===== config.mk =====
export PLATFORM = sky130hd
export DESIGN_NAME = uart_fifo
export DESIGN_NICKNAME = d
export VERILOG_FILES = /design/src/rtl/uart_fifo.sv
export SDC_FILE = /design/constraint.sdc
export NUM_CORES = 1
export LEC_CHECK = 0
export CAP_MARGIN = 5
export CORE_MARGIN = 2
export CORE_UTILIZATION = 50
export CTS_BUF_LIST = sky130_fd_sc_hd__clkbuf_4 sky130_fd_sc_hd__clkbuf_8 sky130_fd_sc_hd__clkbuf_16
export DETAILED_ROUTE_END_ITERATION = 10
export PLACE_DENSITY = 0.65
export SYNTH_ARGS = -nofsm -noshare
export SYNTH_HDL_FRONTEND = slang
export SYNTH_SLANG_ARGS = --single-unit
export TNS_END_PERCENT = 5

===== constraint.sdc =====
create_clock -name clk -period 13.91 [get_ports clk]
set_input_delay 2.782 -clock clk [delete_from_list [all_inputs] [get_ports clk]]
set_output_delay 2.782 -clock clk [all_outputs]
set_load 0.005 [all_outputs]

===== src/rtl/uart_fifo.sv =====
// uart_fifo: memory-mapped 8-bit UART with 16-deep TX/RX FIFOs, a runtime
// baud divider, optional even/odd parity and sticky error flags.
// Bus: addr/ren/wen with a registered one-cycle read response.

module uart_fifo #(
  parameter int CLK_HZ       = 16000000,
  parameter int BAUD_DEFAULT = 1000000,
  parameter int FIFO_DEPTH   = 16,
  parameter int DIV_W        = 16
) (
  input  logic       clk,
  input  logic       rst,
  input  logic [4:0] addr,
  input  logic       ren,
  output logic [7:0] rdata,
  output logic       rd_valid,
  input  logic       wen,
  input  logic [7:0] wdata,
  output logic       tx,
  input  logic       rx
);

  localparam int PW = $clog2(FIFO_DEPTH);
  localparam int CW = PW + 1;
  localparam logic [CW-1:0]    CNT_FULL = CW'(FIFO_DEPTH);
  localparam logic [CW-1:0]    CNT_ONE  = CW'(1);
  localparam logic [PW-1:0]    PTR_ONE  = PW'(1);
  localparam logic [DIV_W-1:0] DIV_RST  = DIV_W'(CLK_HZ / BAUD_DEFAULT - 1);
  localparam logic [DIV_W-1:0] DIV_ONE  = DIV_W'(1);

  localparam logic [4:0] A_DATA = 5'h00;
  localparam logic [4:0] A_STAT = 5'h04;
  localparam logic [4:0] A_DIVL = 5'h08;
  localparam logic [4:0] A_DIVH = 5'h0C;
  localparam logic [4:0] A_CTRL = 5'h10;

  typedef enum logic [2:0] {
    S_IDLE   = 3'd0,
    S_START  = 3'd1,
    S_DATA   = 3'd2,
    S_PARITY = 3'd3,
    S_STOP   = 3'd4
  } state_t;

  // ---------------- configuration / flags / bus response ----------------
  logic [DIV_W-1:0] r_div;
  logic [1:0]       r_ctrl;
  logic             r_overrun, r_frame_err, r_par_err;
  logic [7:0]       r_rdata;
  logic             r_rd_valid;

  logic w_wr_data, w_wr_ctrl, w_rd_data;
  logic w_tx_flush, w_rx_flush, w_clr_flags;
  logic [7:0] w_stat;
  logic w_tx_busy;

  assign w_wr_data   = wen & (addr == A_DATA);
  assign w_wr_ctrl   = wen & (addr == A_CTRL);
  assign w_rd_data   = ren & (addr == A_DATA);
  assign w_tx_flush  = w_wr_ctrl & wdata[2];
  assign w_rx_flush  = w_wr_ctrl & wdata[3];
  assign w_clr_flags = w_wr_ctrl & wdata[4];

  // ---------------- TX FIFO ----------------
  logic [7:0]    r_txf_mem [FIFO_DEPTH];
  logic [PW-1:0] r_txf_wr, r_txf_rd;
  logic [CW-1:0] r_txf_cnt;
  logic [7:0]    w_txf_data;
  logic          w_txf_full, w_txf_empty, w_txf_push_ok;
  logic          w_tx_pop;

  assign w_txf_full    = (r_txf_cnt == CNT_FULL);
  assign w_txf_empty   = (r_txf_cnt == '0);
  assign w_txf_data    = r_txf_mem[r_txf_rd];
  // w_tx_pop is only raised by the TX FSM when the FIFO is non-empty
  assign w_txf_push_ok = w_wr_data & (~w_txf_full | w_tx_pop);

  // TX FIFO storage, written on every accepted push
  always_ff @(posedge clk) begin
    if (w_txf_push_ok) r_txf_mem[r_txf_wr] <= wdata;
  end

  // TX FIFO pointers and occupancy; flush discards queued bytes only
  always_ff @(posedge clk or posedge rst) begin
    if (rst) begin
      r_txf_wr  <= '0;
      r_txf_rd  <= '0;
      r_txf_cnt <= '0;
    end else if (w_tx_flush) begin
      r_txf_rd  <= r_txf_wr;
      r_txf_cnt <= '0;
    end else begin
      if (w_txf_push_ok) r_txf_wr <= r_txf_wr + PTR_ONE;
      if (w_tx_pop)      r_txf_rd <= r_txf_rd + PTR_ONE;
      if (w_txf_push_ok && !w_tx_pop)      r_txf_cnt <= r_txf_cnt + CNT_ONE;
      else if (!w_txf_push_ok && w_tx_pop) r_txf_cnt <= r_txf_cnt - CNT_ONE;
    end
  end

  // ---------------- RX FIFO ----------------
  logic [7:0]    r_rxf_mem [FIFO_DEPTH];
  logic [PW-1:0] r_rxf_wr, r_rxf_rd;
  logic [CW-1:0] r_rxf_cnt;
  logic [7:0]    w_rxf_data;
  logic          w_rxf_full, w_rxf_empty, w_rxf_push_ok, w_rxf_pop_ok;
  logic          w_rx_push;
  logic [7:0]    r_rx_shift;

  assign w_rxf_full    = (r_rxf_cnt == CNT_FULL);
  assign w_rxf_empty   = (r_rxf_cnt == '0);
  assign w_rxf_data    = r_rxf_mem[r_rxf_rd];
  assign w_rxf_pop_ok  = w_rd_data & ~w_rxf_empty;
  assign w_rxf_push_ok = w_rx_push & (~w_rxf_full | w_rxf_pop_ok);

  // RX FIFO storage, written on every accepted push
  always_ff @(posedge clk) begin
    if (w_rxf_push_ok) r_rxf_mem[r_rxf_wr] <= r_rx_shift;
  end

  // RX FIFO pointers and occupancy
  always_ff @(posedge clk or posedge rst) begin
    if (rst) begin
      r_rxf_wr  <= '0;
      r_rxf_rd  <= '0;
      r_rxf_cnt <= '0;
    end else if (w_rx_flush) begin
      r_rxf_rd  <= r_rxf_wr;
      r_rxf_cnt <= '0;
    end else begin
      if (w_rxf_push_ok) r_rxf_wr <= r_rxf_wr + PTR_ONE;
      if (w_rxf_pop_ok)  r_rxf_rd <= r_rxf_rd + PTR_ONE;
      if (w_rxf_push_ok && !w_rxf_pop_ok)      r_rxf_cnt <= r_rxf_cnt + CNT_ONE;
      else if (!w_rxf_push_ok && w_rxf_pop_ok) r_rxf_cnt <= r_rxf_cnt - CNT_ONE;
    end
  end

  // ---------------- TX FSM ----------------
  state_t           r_tx_state, w_tx_next;
  logic [DIV_W-1:0] r_tx_cnt, r_tx_div;
  logic [7:0]       r_tx_shift;
  logic [2:0]       r_tx_bitidx;
  logic             r_tx_par_en, r_tx_par, r_tx;
  logic             w_tx_bit_end;

  assign w_tx_bit_end = (r_tx_cnt == '0);

  // TX next state; pops the FIFO whenever a new frame starts
  always_comb begin
    w_tx_next = r_tx_state;
    w_tx_pop  = 1'b0;
    case (r_tx_state)
      S_IDLE: begin
        if (!w_txf_empty) begin
          w_tx_next = S_START;
          w_tx_pop  = 1'b1;
        end else begin
          w_tx_next = S_IDLE;
        end
      end
      S_START: begin
        if (w_tx_bit_end) w_tx_next = S_DATA;
        else              w_tx_next = S_START;
      end
      S_DATA: begin
        if (w_tx_bit_end && (r_tx_bitidx == 3'd7)) w_tx_next = r_tx_par_en ? S_PARITY : S_STOP;
        else                                       w_tx_next = S_DATA;
      end
      S_PARITY: begin
        if (w_tx_bit_end) w_tx_next = S_STOP;
        else              w_tx_next = S_PARITY;
      end
      S_STOP: begin
        if (w_tx_bit_end && !w_txf_empty) begin
          w_tx_next = S_START;   // back-to-back: no idle gap
          w_tx_pop  = 1'b1;
        end else if (w_tx_bit_end) begin
          w_tx_next = S_IDLE;
        end else begin
          w_tx_next = S_STOP;
        end
      end
      default: w_tx_next = S_IDLE;
    endcase
  end

  // TX state register and shifter; divider and parity mode latched per frame
  always_ff @(posedge clk or posedge rst) begin
    if (rst) begin
      r_tx_state  <= S_IDLE;
      r_tx        <= 1'b1;
      r_tx_cnt    <= '0;
      r_tx_div    <= '0;
      r_tx_shift  <= 8'h00;
      r_tx_bitidx <= 3'd0;
      r_tx_par_en <= 1'b0;
      r_tx_par    <= 1'b0;
    end else begin
      r_tx_state <= w_tx_next;
      if (w_tx_pop) begin
        r_tx        <= 1'b0;
        r_tx_shift  <= w_txf_data;
        r_tx_div    <= r_div;
        r_tx_cnt    <= r_div;
        r_tx_bitidx <= 3'd0;
        r_tx_par_en <= r_ctrl[0];
        r_tx_par    <= (^w_txf_data) ^ r_ctrl[1];
      end else if (r_tx_state == S_IDLE) begin
        r_tx <= 1'b1;
      end else if (!w_tx_bit_end) begin
        r_tx_cnt <= r_tx_cnt - DIV_ONE;
      end else begin
        r_tx_cnt <= r_tx_div;
        case (r_tx_state)
          S_START: begin
            r_tx       <= r_tx_shift[0];
            r_tx_shift <= {1'b0, r_tx_shift[7:1]};
          end
          S_DATA: begin
            r_tx_bitidx <= r_tx_bitidx + 3'd1;
            if (r_tx_bitidx == 3'd7) begin
              r_tx <= r_tx_par_en ? r_tx_par : 1'b1;
            end else begin
              r_tx       <= r_tx_shift[0];
              r_tx_shift <= {1'b0, r_tx_shift[7:1]};
            end
          end
          default: r_tx <= 1'b1;  // parity -> stop, or stop -> idle
        endcase
      end
    end
  end

  // ---------------- RX FSM ----------------
  state_t           r_rx_state, w_rx_next;
  logic             r_rx_s1, r_rx_s2, r_rx_prev;
  logic [DIV_W-1:0] r_rx_cnt, r_rx_div;
  logic [2:0]       r_rx_bitidx;
  logic             r_rx_par_en, r_rx_par_odd, r_rx_par_bad;
  logic             w_rx_bit_end, w_rx_fall;

  assign w_rx_bit_end = (r_rx_cnt == '0);
  assign w_rx_fall    = r_rx_prev & ~r_rx_s2;

  // RX next state; pushes the byte at the stop-bit sample
  always_comb begin
    w_rx_next = r_rx_state;
    w_rx_push = 1'b0;
    case (r_rx_state)
      S_IDLE: begin
        if (w_rx_fall) w_rx_next = S_START;
        else           w_rx_next = S_IDLE;
      end
      S_START: begin
        if (w_rx_bit_end) w_rx_next = r_rx_s2 ? S_IDLE : S_DATA;  // high = glitch
        else              w_rx_next = S_START;
      end
      S_DATA: begin
        if (w_rx_bit_end && (r_rx_bitidx == 3'd7)) w_rx_next = r_rx_par_en ? S_PARITY : S_STOP;
        else                                       w_rx_next = S_DATA;
      end
      S_PARITY: begin
        if (w_rx_bit_end) w_rx_next = S_STOP;
        else              w_rx_next = S_PARITY;
      end
      S_STOP: begin
        if (w_rx_bit_end) begin
          w_rx_next = S_IDLE;
          w_rx_push = 1'b1;
        end else begin
          w_rx_next = S_STOP;
        end
      end
      default: w_rx_next = S_IDLE;
    endcase
  end

  // RX synchroniser, state register, mid-bit sampling and shifter
  always_ff @(posedge clk or posedge rst) begin
    if (rst) begin
      r_rx_s1      <= 1'b1;
      r_rx_s2      <= 1'b1;
      r_rx_prev    <= 1'b1;
      r_rx_state   <= S_IDLE;
      r_rx_cnt     <= '0;
      r_rx_div     <= '0;
      r_rx_shift   <= 8'h00;
      r_rx_bitidx  <= 3'd0;
      r_rx_par_en  <= 1'b0;
      r_rx_par_odd <= 1'b0;
      r_rx_par_bad <= 1'b0;
    end else begin
      r_rx_s1    <= rx;
      r_rx_s2    <= r_rx_s1;
      r_rx_prev  <= r_rx_s2;
      r_rx_state <= w_rx_next;
      if (r_rx_state == S_IDLE) begin
        if (w_rx_fall) begin
          r_rx_cnt     <= r_div >> 1;  // first sample lands mid start bit
          r_rx_div     <= r_div;
          r_rx_par_en  <= r_ctrl[0];
          r_rx_par_odd <= r_ctrl[1];
          r_rx_bitidx  <= 3'd0;
          r_rx_par_bad <= 1'b0;
        end
      end else if (!w_rx_bit_end) begin
        r_rx_cnt <= r_rx_cnt - DIV_ONE;
      end else begin
        r_rx_cnt <= r_rx_div;
        case (r_rx_state)
          S_DATA: begin
            r_rx_shift  <= {r_rx_s2, r_rx_shift[7:1]};
            r_rx_bitidx <= r_rx_bitidx + 3'd1;
          end
          S_PARITY: r_rx_par_bad <= r_rx_s2 ^ (^r_rx_shift) ^ r_rx_par_odd;
          default: ;
        endcase
      end
    end
  end

  // ---------------- registers, flags, read port ----------------
  assign w_tx_busy = ~w_txf_empty | (r_tx_state != S_IDLE);
  assign w_stat = {1'b0, w_txf_empty, r_par_err, r_frame_err, r_overrun,
                   w_txf_full, ~w_rxf_empty, w_tx_busy};

  // DIV and CTRL configuration writes
  always_ff @(posedge clk or posedge rst) begin
    if (rst) begin
      r_div  <= DIV_RST;
      r_ctrl <= 2'b00;
    end else if (wen) begin
      case (addr)
        A_DIVL:  r_div[7:0]       <= wdata;
        A_DIVH:  r_div[DIV_W-1:8] <= wdata[DIV_W-9:0];
        A_CTRL:  r_ctrl           <= wdata[1:0];
        default: ;
      endcase
    end
  end

  // sticky error flags; a set in the same cycle as a clear wins
  always_ff @(posedge clk or posedge rst) begin
    if (rst) begin
      r_overrun   <= 1'b0;
      r_frame_err <= 1'b0;
      r_par_err   <= 1'b0;
    end else begin
      r_overrun   <= (w_rx_push & ~w_rxf_push_ok)         | (r_overrun   & ~w_clr_flags);
      r_frame_err <= (w_rx_push & ~r_rx_s2)                | (r_frame_err & ~w_clr_flags);
      r_par_err   <= (w_rx_push & r_rx_par_en & r_rx_par_bad) | (r_par_err & ~w_clr_flags);
    end
  end

  // registered read response, one cycle after ren
  always_ff @(posedge clk or posedge rst) begin
    if (rst) begin
      r_rdata    <= 8'h00;
      r_rd_valid <= 1'b0;
    end else begin
      r_rd_valid <= ren;
      if (ren) begin
        case (addr)
          A_DATA:  r_rdata <= w_rxf_empty ? 8'h00 : w_rxf_data;
          A_STAT:  r_rdata <= w_stat;
          A_DIVL:  r_rdata <= r_div[7:0];
          A_DIVH:  r_rdata <= 8'(r_div[DIV_W-1:8]);
          A_CTRL:  r_rdata <= {6'b000000, r_ctrl};
          default: r_rdata <= 8'h00;
        endcase
      end
    end
  end

  assign rdata    = r_rdata;
  assign rd_valid = r_rd_valid;
  assign tx       = r_tx;

endmodule


==> run metrics, run 1 <==
status complete, no violations; Synthesized Nets 1369; worst ir drop on vdd between 0.1 and 0.15 mV; Post-CTS Setup Bufs 0; Clock Path Buffers 3; Max Fanout on Critical Path 16; Mean Syn Cell Area 13.7 sq um; P&R area growth vs syn 12.4%; placed cell area 18900 sq um; Netlist cell types 69; critical path endpoint category flip-flop; top cell type's share of synthesized area 0.423; Syn Inst Count between 1000 and 1500; number of diodes 0; CTS tree built; via count around 11000; asr flop ratio synth 0.380; initial core utilization 0.510; main area contributors after synthesis edfxtp_1 (42%), dfrtp_1 (21%), mux4_2 (9.3%); Synth area leader edfxtp_1; post-synthesis simple-gate area fraction 0.101; DR pass1 iterations 5; Comb pwr share 0.221; H-tree depth 2; post-CTS sizing 0; worst skew pair latency ~550 ps; CTS buffer count 44; critical path class input port to flip-flop; Root Driver clkbuf_16; CTS Hold Bufs 0; final hold vios 0; Critical Path RT ~14000 ps; commonest register cell after synthesis edfxtp_1; final setup violation count 0; Fillers around 2800; flops & latches, synth just over 400; Hold Crit Class flip-flop to flip-flop; antenna-violating nets left 0; Synth Area in Adders 0.0173; mux share of post-synthesis cell area 0.123; Design Area, Final ~20000 sq um; pwr dens roughly 180 nW/um^2; pin count of the biggest net entering global routing 99; layout cell share with drive strength beyond 1 0.169; RSZ-0062 raised after global routing false; maxcap violations 0; XOR/XNOR Fraction of Synth Area 0.0224; # clock sinks just over 400; GRT overflow 0; Seq/Total Area, Yosys 0.640; Post-route DRC 0; Core Region between 30000 and 40000 sq um; clock network power share 0.337; Fin Clk Skew a little under 20 ps; Setup crit start kind input port; I/O Pins 28; clock-pin slew on the worst setup and hold paths ~60 ps; CP arrival roughly 6400 ps; FF+latch area 11600 sq um; first-pass GRT wire length around 65000 microns; GPL Wtd Cong a little over 0.9; largest family of logic cells by synthesized area multiplexers; die area between 30000 and 40000 sq um; setup TNS 0 ps; worst-case hold slack 361 ps; slew margin rel. 0.271; Cell Area, Synth 18200 sq um; total track usage 0.222; Int Power between 2000 and 3000 uW; sw frac 0.286; leakage between 0.007 and 0.008 uW; fin nets 1393; Worst-Margin Slew 1090 ps; number of global-route vias before repair around 11000; EDFF count, synth 256; DR vias/cell between 5 and 6; Switch Pwr around 1000 uW; # rows between 60 and 70; Max Clk Rate around 170 MHz; initial antenna violation count 0; Port Buffers 27; Synth Area in Compound Gates 0.0757; Tmin final approximately 6000 ps; sequential power share 0.442; Post-DP HPWL roughly 26000 microns; total wire length 40700 microns; Max Slew Vio Count 0; DR iter-0 viols roughly 950; Avg WL per Cell ~22 microns; footprint of the multi-input gates 6180 sq um; final period utilization 0.432; Die Ht roughly 190 microns; synth warn 0; Die W 195 microns
-- power by group through the flow --
stage                     logic, uW  registers (uW)  clock network, uW
final                           808            1620               1240
after detailed placement        813            1640                  0
after floorplan                 672            1560                  0
after global routing            898            1640               1310
after global placement          792            1640                  0
after CTS                       817            1620               1260
-- routing by layer --
metal  global-route usage  share of wire  up-vias
met5                    0              0        -
met4               0.0635          0.024        0
met3               0.0342          0.057       65
met2                0.350           0.47      339
met1                0.324           0.45     5553
li1                     -              -     5002
-- worst max-delay path, stage by stage --
cell,delay [ps]
clkdlybuf4s50_1,690
nor2_1,380
nand3_1,380
a21oi_1,460
nand2_1,220
fa_1,460
a21o_1,190
a21oi_1,200
nor3_1,60
or3_1,360
a32o_1,260
-- sequential cells by signal, indices dropped and copies added (netlist names), 2 cells and up --
name	flops
rdata	8
r_rxf_rd	4
r_rx_shift	8
r_rx_bitidx	3
r_tx_shift	8
r_rx_state	3
r_rxf_cnt	5
r_div	16
r_rxf_mem	128
r_rxf_wr	4
r_tx_state	3
r_rx_cnt	16
r_tx_div	16
r_tx_bitidx	3
r_txf_mem	128
r_tx_cnt	16
r_txf_rd	4
r_ctrl	2
r_txf_cnt	5
r_txf_wr	4
r_rx_div	16
-- path summary, 6_finish.rpt --
| check | slack (ps) | depth (start not counted) | start | to |
|---|---|---|---|---|
| max | 7900 | 11 | addr[2] | r_txf_cnt[4] |
| min | 360 | 0 | r_rx_s1 | r_rx_s2 |
| max reg2reg | 9240 | 12 | r_txf_cnt[0] | r_txf_cnt[4] |
| min reg2reg | 360 | 0 | r_rx_s1 | r_rx_s2 |
| max in group asynchronous | 9720 | 3 | rst | r_txf_rd[0] |
| min in group asynchronous | 2790 | 2 | rst | r_rx_cnt[14] |
-- cells in the mapped netlist (all sizes together) (4+ instances only) --
cell     instances
a211oi           6
a21o            10
a21oi           44
a22o             7
a22oi            5
a31oi           13
a32o             4
and2             4
and3             5
buf             22
clkbuf          47
dfrtp          149
dfstp            8
edfxtp         256
ha              22
inv             24
mux2            41
mux2i            8
mux4            75
nand2          197
nand2b           8
nand3           26
nor2            98
nor2b           17
nor3            28
nor4             6
o2111ai          4
o211ai          15
o21ai           61
o22ai            6
o2bb2ai          8
or2              4
or3             12
xnor2           34
xor2            10
-- cell usage in the layout (no fill, tap or decap), drive strengths merged, types with 6 or more instances in the layout --
cell type,n
a211oi,6
a21o,10
a21oi,44
a22o,7
a31oi,13
buf,20
bufinv,7
clkbuf,59
clkdlybuf4s50,27
clkinv,14
dfrtp,149
dfstp,8
edfxtp,256
ha,22
inv,27
mux2,41
mux2i,8
mux4,75
nand2,197
nand2b,8
nand3,26
nor2,98
nor2b,17
nor3,28
nor4,6
o211ai,15
o21ai,61
o22ai,6
o2bb2ai,8
or3,12
xnor2,34
xor2,10
-- metrics by stage --
stage                      util  worst slack (ps)  cells  total power (uW)
after CTS                 0.573              7940   1848              3690
final                     0.573              7900   1848              3660
after floorplan               -              6910   1327              2230
after global placement    0.530              7480   1766              2430
after detailed placement  0.530              7380   1766              2450
after global routing      0.573              7660   1848              3850
-- kinds of logic (layout without fill, tap and decap cells) --
logic type                 after synthesis  after routing
AOI/OAI and AO/OA                      208            208
xor gates and xnor gates                45             45
adders and majority gates               24             24
buffers and inverters                   94            154
DFF                                    413            413
muxes                                  124            124
and+or+nand+nor                        419            419
-- layout make-up --
class / instances / area share
sequential: 413 / 0.569
multi-input combinational: 820 / 0.302
clock buffer: 59 / 0.0605
tap: 461 / 0.0282
timing repair buffer: 47 / 0.0206
clock inverter: 23 / 0.0146
inverter: 25 / 0.00484
Power figures use the tool's default switching activity.
==> run 2: changes to the inputs <==
Settings changed: PLACE_DENSITY 0.65 to 0.68.
Clock period 13.91 ns to 5.2 ns, I/O delays scaled along.
==> run 2 against run 1 <==
  * Non-clock buffer count increased by 37
  * Power grew to 2.6 times the previous value
  * Global-route usage decreased by 0.68 points
  * Flip-flop and latch count did not move
  * Register-to-register slack worse by 8200 ps
  * Clock-buffer cell count fell by 7
  * Sequential share of layout area fell by 0.60 points
  * Worst setup slack got worse by 6900 ps
  * Clock skew up 2.2 ps
  * First-iteration DRC count fell by 0.74%
  * Die area stayed put
  * Highest routed layer unchanged
==> run metrics, run 2 (same netlist as run 1, synthesis figures left out) <==
status complete, no violations; die area 37900 sq um (unchanged); Post-CTS Setup Bufs 0 (unchanged); Critical Path RT 5630 ps (-8710 ps); footprint of the multi-input gates 6180 sq um (unchanged); Post-route DRC 0 (unchanged); maxcap violations 0 (unchanged); total wire length 39700 microns (-2.4%); via count 11000 (+0.57%); number of diodes 0 (unchanged); Switch Pwr 2770 uW (+160%); pin count of the biggest net entering global routing 70 (-29%); placed insts 1803 (+2.1%); cells on worst reg2reg path 14 (+2); antenna-violating nets left 0 (unchanged); Max Clk Rate between 200 and 250 MHz; Max Slew Vio Count 0 (unchanged); GRT overflow 0 (unchanged); commonest non-fill, non-tap cell in the layout edfxtp_1; Port Buffers 27 (unchanged); Comb pwr share 0.219 (-0.002); post-placement worst setup slack 716 ps (-6660 ps); final period utilization 0.799; Die Ht 195 microns (unchanged); worst ir drop on vdd 0.309 mV (+210%); Hold Crit Class flip-flop to flip-flop; initial core utilization 0.510 (unchanged); crit-path leading delay family simple AND/OR/NAND/NOR gates; Clock Path Buffers 3 (unchanged); clock-pin slew on the worst setup and hold paths 60 ps (about the same); I/O Pins 28 (unchanged); most frequent cells in the layout edfxtp_1 (256), nand2_1 (197), dfrtp_1 (147); # clock sinks 413 (unchanged); Max Fanout on Critical Path 48 (+32); CTS buffer count 43 (-2.3%); final hold vios 0 (unchanged); DR iter-0 viols 942 (-0.74%); sequential power share 0.456 (+0.014); GPL Wtd Cong 0.851 (-6.4%); number of global-route vias before repair 11000 (-0.54%); slowest CP cell a21o_4; Die W 195 microns (unchanged); fin nets 1429 (+2.6%); setup TNS 0 ps (unchanged); Avg WL per Cell 21.1 microns (-4.2%); layout cell share with drive strength beyond 1 0.187 (+0.0178); worst-case hold slack 354 ps (-6.75 ps); Core Region 35700 sq um (unchanged); CTS tree built; FF-to-FF setup slack 1040 ps (-8200 ps); Int Power 6840 uW (+160%); H-tree depth 2 (unchanged); critical path endpoint category flip-flop; Tmin final between 4000 and 5000 ps; sw frac 0.288 (+0.00245); FF+latch area 11600 sq um (unchanged); Fillers 2789 (-0.36%); Hold Path Depth 0 (unchanged); top layer in use met4; first-pass GRT wire length 63400 microns (-2.5%); WP buf/inv 3 (+2); CP arrival 4590 ps (-1850 ps); Worst-Margin Slew 995 ps (-90.1 ps); Setup crit start kind flip-flop; # rows 69 (unchanged); total track usage 0.215 (-0.00675); fin cells 1882 (+1.8%); RSZ-0062 raised after global routing false; clock network power share 0.326 (-0.011); Design Area, Final 20700 sq um (+1.1%); leakage 0.00783 uW (+2.1%); worst skew pair latency 560 ps (about the same); DR pass1 iterations 6 (+1); initial antenna violation count 1 (+1); largest stage delay on the critical path 490 ps (-200 ps); placed cell area 19200 sq um (+1.6%); met3 WL 2510 microns (+7.9%); post-CTS sizing 0 (unchanged); DR vias/cell 5.86 (-1.3%); Root Driver clkbuf_16; slew margin rel. 0.335 (+0.0642); critical-path cell list nor4_1 -> buf_4 -> nor2b_1 -> buf_4 -> or3_1 -> buf_4 -> a21o_4 -> nand2_1 -> fa_1 -> a21o_1 -> a21oi_1 -> nor3_1 -> or3_1 -> a32o_1; final setup violation count 0 (unchanged); CTS Hold Bufs 0 (unchanged); met1 wire length 17600 microns (-3.6%); Post-DP HPWL 26000 microns (-1.8%); pwr dens 465 nW/um^2 (+160%); DR WL met2 18700 microns (-2.7%); CP dominant cell by count buf_4; critical path class flip-flop to flip-flop; Worst path depth 14 (+3); Largest regs r_rxf_mem x128, r_txf_mem x128; Fin Clk Skew 21.8 ps (+2.16 ps); final worst-path setup slack 1040 ps (-6860 ps); P&R area growth vs syn 13.6%
-- run 2: per-layer routing --
layer / up-vias / track usage
li1: 5069 / -
met1: 5553 / 0.308
met2: 328 / 0.342
met3: 71 / 0.0385
met4: 0 / 0.0607
met5: - / 0
-- run 2: worst register-to-register path, cell delays in order, from the launching register on --
cell and delay (ps):
dfrtp_1 460, nor4_1 340, buf_4 200, nor2b_1 130, buf_4 190, or3_1 120
buf_4 230, a21o_4 490, nand2_1 280, fa_1 460, a21o_1 190, a21oi_1 230
nor3_1 70, or3_1 370, a32o_1 270
-- run 2: final cells by class --
| type | count | area share |
|---|---|---|
| Sequential cell | 413 | 0.563 |
| Multi-Input combinational cell | 820 | 0.299 |
| Clock buffer | 52 | 0.0568 |
| Timing Repair Buffer | 84 | 0.0350 |
| Tap cell | 461 | 0.0279 |
| Clock inverter | 27 | 0.0134 |
| Inverter | 25 | 0.00473 |
-- run 2: power by group through the flow --
stage,Clock [uW],Combinational [uW],Sequential [uW]
after CTS,3200,2110,4390
final,3130,2100,4380
after detailed placement,0,2100,4450
after global routing,3320,2330,4460
after floorplan,0,1790,4160
after global placement,0,2050,4430
-- run 2: worst paths after layout --
path,from,to
worst max-delay path,r_txf_cnt[0],r_txf_cnt[4]
worst min-delay path,r_rx_s1,r_rx_s2
worst max register to register,r_txf_cnt[0],r_txf_cnt[4]
worst min register to register,r_rx_s1,r_rx_s2
max in group asynchronous,rst,r_div[1]
min in group asynchronous,rst,r_txf_cnt[0]
-- run 2: per-stage QoR --
step                utilization  total power, uW
finish                    0.579             9610
global route              0.579            10100
CTS                       0.579             9690
detailed placement        0.539             6540
global placement          0.539             6480
floorplan                     -             5950
==> run 3: changes to the inputs <==
Clock period 5.2 ns to 3.3 ns, I/O delays scaled along.
==> run 3 against run 2 <==
  * Sequential power is 54% higher
  * First-iteration DRC count increased by 1.6%
  * Worst setup slack worse by 1000 ps
  * Fmax up 28%
  * Global-route usage grew 0.63 points
  * Final cell count up 3.1%
  * Hold slack gained 5.1 ps
  * Largest cell class unchanged
  * Critical endpoint unchanged
  * Critical path type unchanged
  * Register-to-register slack got worse by 1000 ps
  * Cell area up 2.3%
  * Die area is the same
==> run metrics, run 3 (same netlist as run 1, synthesis figures left out) <==
status complete, no violations; hold_sp r_rx_s1; Post-route DRC 0 (unchanged); Clock Path Buffers 3 (unchanged); I/O Pins 28 (unchanged); # rows 69 (unchanged); Max Slew Vio Count 0 (unchanged); worst ir drop on vdd 0.581 mV (+88%); Die Ht 195 microns (unchanged); critical-path cell list or4_4 -> or3_4 -> or3_4 -> a21o_4 -> nand2_4 -> ha_4 -> a21o_1 -> a21oi_2 -> nor3_1 -> or3_1 -> a32o_1; total track usage 0.222 (+0.00634); Comb pwr share 0.253 (+0.034); # clock sinks 413 (unchanged); WP buf/inv 0 (-3); DR vias/cell 5.81 (-0.75%); Util after Layout 0.593 (+0.0135); Die W 195 microns (unchanged); leakage 0.00800 uW (+2.2%); Worst-Margin Slew 885 ps (-110 ps); Largest regs r_rxf_mem x128, r_txf_mem x128; clock-pin slew on the worst setup and hold paths 60 ps (about the same); CP dominant cell by count or3_4; final hold vios 0 (unchanged); DR iter-0 viols 957 (+1.6%); CTS Hold Bufs 0 (unchanged); initial core utilization 0.510 (unchanged); number of diodes 0 (unchanged); Switch Pwr 4460 uW (+61%); fin nets 1487 (+4.1%); crit-path leading delay family simple AND/OR/NAND/NOR gates; pwr dens 722 nW/um^2 (+55%); final period utilization 0.986 (+0.187); maxcap violations 0 (unchanged); via count 11300 (+2.4%); most frequent cells in the layout edfxtp_1 (256), nand2_1 (196), dfrtp_1 (147); FF-to-FF setup slack 50 ps (-1000 ps); Int Power 10800 uW (+58%); Max Clk Rate 307 MHz (+28%); pin count of the biggest net entering global routing 45 (-36%); Avg WL per Cell 20.9 microns (-0.81%); critical path class flip-flop to flip-flop; Fin Clk Skew 20.8 ps (-1.00 ps); GRT overflow 0 (unchanged); sequential power share 0.441 (-0.015); total wire length 40700 microns (+2.3%); Tmin final 3250 ps (-903 ps); Root Driver clkbuf_16; layout cell share with drive strength beyond 1 0.226 (+0.0392); Port Buffers 27 (unchanged); antenna-violating nets left 0 (unchanged); critical path endpoint category flip-flop; CTS buffer count 43 (unchanged); worst skew pair latency 570 ps (about the same); Max Fanout on Critical Path 3 (-94%); sw frac 0.293 (+0.00442); largest stage delay on the critical path 530 ps (+40 ps); final setup violation count 0 (unchanged); RSZ-0062 raised after global routing true; CTS tree built; number of global-route vias before repair 11300 (+2.4%); Post-DP HPWL 27500 microns (+5.8%); first-pass GRT wire length 64600 microns (+1.8%); setup TNS 0 ps (unchanged); initial antenna violation count 0 (-1); Fillers 2777 (-0.43%); P&R area growth vs syn 16.3%; slowest CP cell or4_4; Setup crit start kind flip-flop; Core Region 35700 sq um (unchanged); GPL Wtd Cong 0.857 (+0.78%); Hold Crit Class flip-flop to flip-flop; clock network power share 0.306 (-0.020); worst r2r src r_tx_cnt[7]; slew margin rel. 0.408 (+0.0732); CP arrival 3700 ps (-890 ps); H-tree depth 2 (unchanged); commonest non-fill, non-tap cell in the layout edfxtp_1; DR pass1 iterations 5 (-1); Critical Path RT 3750 ps (-1880 ps); crit path from r_tx_cnt[7]; die area 37900 sq um (unchanged)
## run 3: cell count changes in the layout (fill, tap and decap cells not counted), sizes merged
cell      previous run  this run
inv                 25        26
clkbuf              52        58
clkinv              18        17
clkinvlp             4         3
bufinv               5         1
buf                 57       115
## run 3: stage by stage
step | total power, uW | area [sq um] | hold WS (ps) | setup slack [ps] | std cells
final | 15300 | 21100 | 359 | 46.6 | 1941
after CTS | 15300 | 21100 | 360 | 2.99 | 1941
after floorplan | 9380 | 18200 | 345 | -848 | 1327
after global routing | 16000 | 21100 | 362 | -44.6 | 1941
after detailed placement | 10600 | 19700 | 351 | -452 | 1860
after global placement | 10500 | 19700 | 347 | -462 | 1860
## run 3: power groups by stage
| stage | sequential (uW) | combinational (uW) | clock [uW] |
|---|---|---|---|
| after floorplan | 6560 | 2820 | 0 |
| after global placement | 6780 | 3710 | 0 |
| after detailed placement | 6800 | 3810 | 0 |
| after CTS | 6720 | 3860 | 4760 |
| after global routing | 6810 | 4240 | 4960 |
| final | 6730 | 3850 | 4670 |
## run 3: path summary, 6_finish.rpt
check	to	cells past startpoint
worst min-delay path	r_rx_s2	0
worst min register to register	r_rx_s2	0
worst max-delay path	r_txf_cnt[4]	11
max in group asynchronous	r_rx_s2	3
worst max register to register	r_txf_cnt[4]	11
min in group asynchronous	r_txf_wr[1]	2
## run 3: per-layer routing
metal,up-vias,routed length (microns),part of all wire,global-route usage
met5,-,0,0,0
met4,0,952,0.023,0.0692
met3,53,2390,0.059,0.0324
met2,365,19600,0.48,0.356
met1,5678,17700,0.44,0.316
li1,5185,-,-,-
## run 3: worst reg2reg max path: stages (launching register included)
cell and delay (ps):
dfrtp_1 380, or4_4 530, or3_4 340, or3_4 380, a21o_4 230, nand2_4 80
ha_4 200, a21o_1 170, a21oi_2 180, nor3_1 60, or3_1 350, a32o_1 230
## run 3: area by class of cell
type / instances / area, sq um / share of cell area
flip-flops and latches: 413 / 11600 / 0.550
multi-input cells: 820 / 6240 / 0.295
repair buffers: 142 / 1220 / 0.0578
clock buffers: 58 / 1220 / 0.0577
well taps: 461 / 577 / 0.0273
clock inverters: 22 / 158 / 0.00746
inverters: 25 / 97.6 / 0.00462
## run 3: repair_timing
item / 4_1_cts / 5_1_grt
pin swaps: 1 / 3
gates resized for setup: 5 / 7
endpoints found under the setup margin: 1 / 17
buffers inserted: 1 / 0
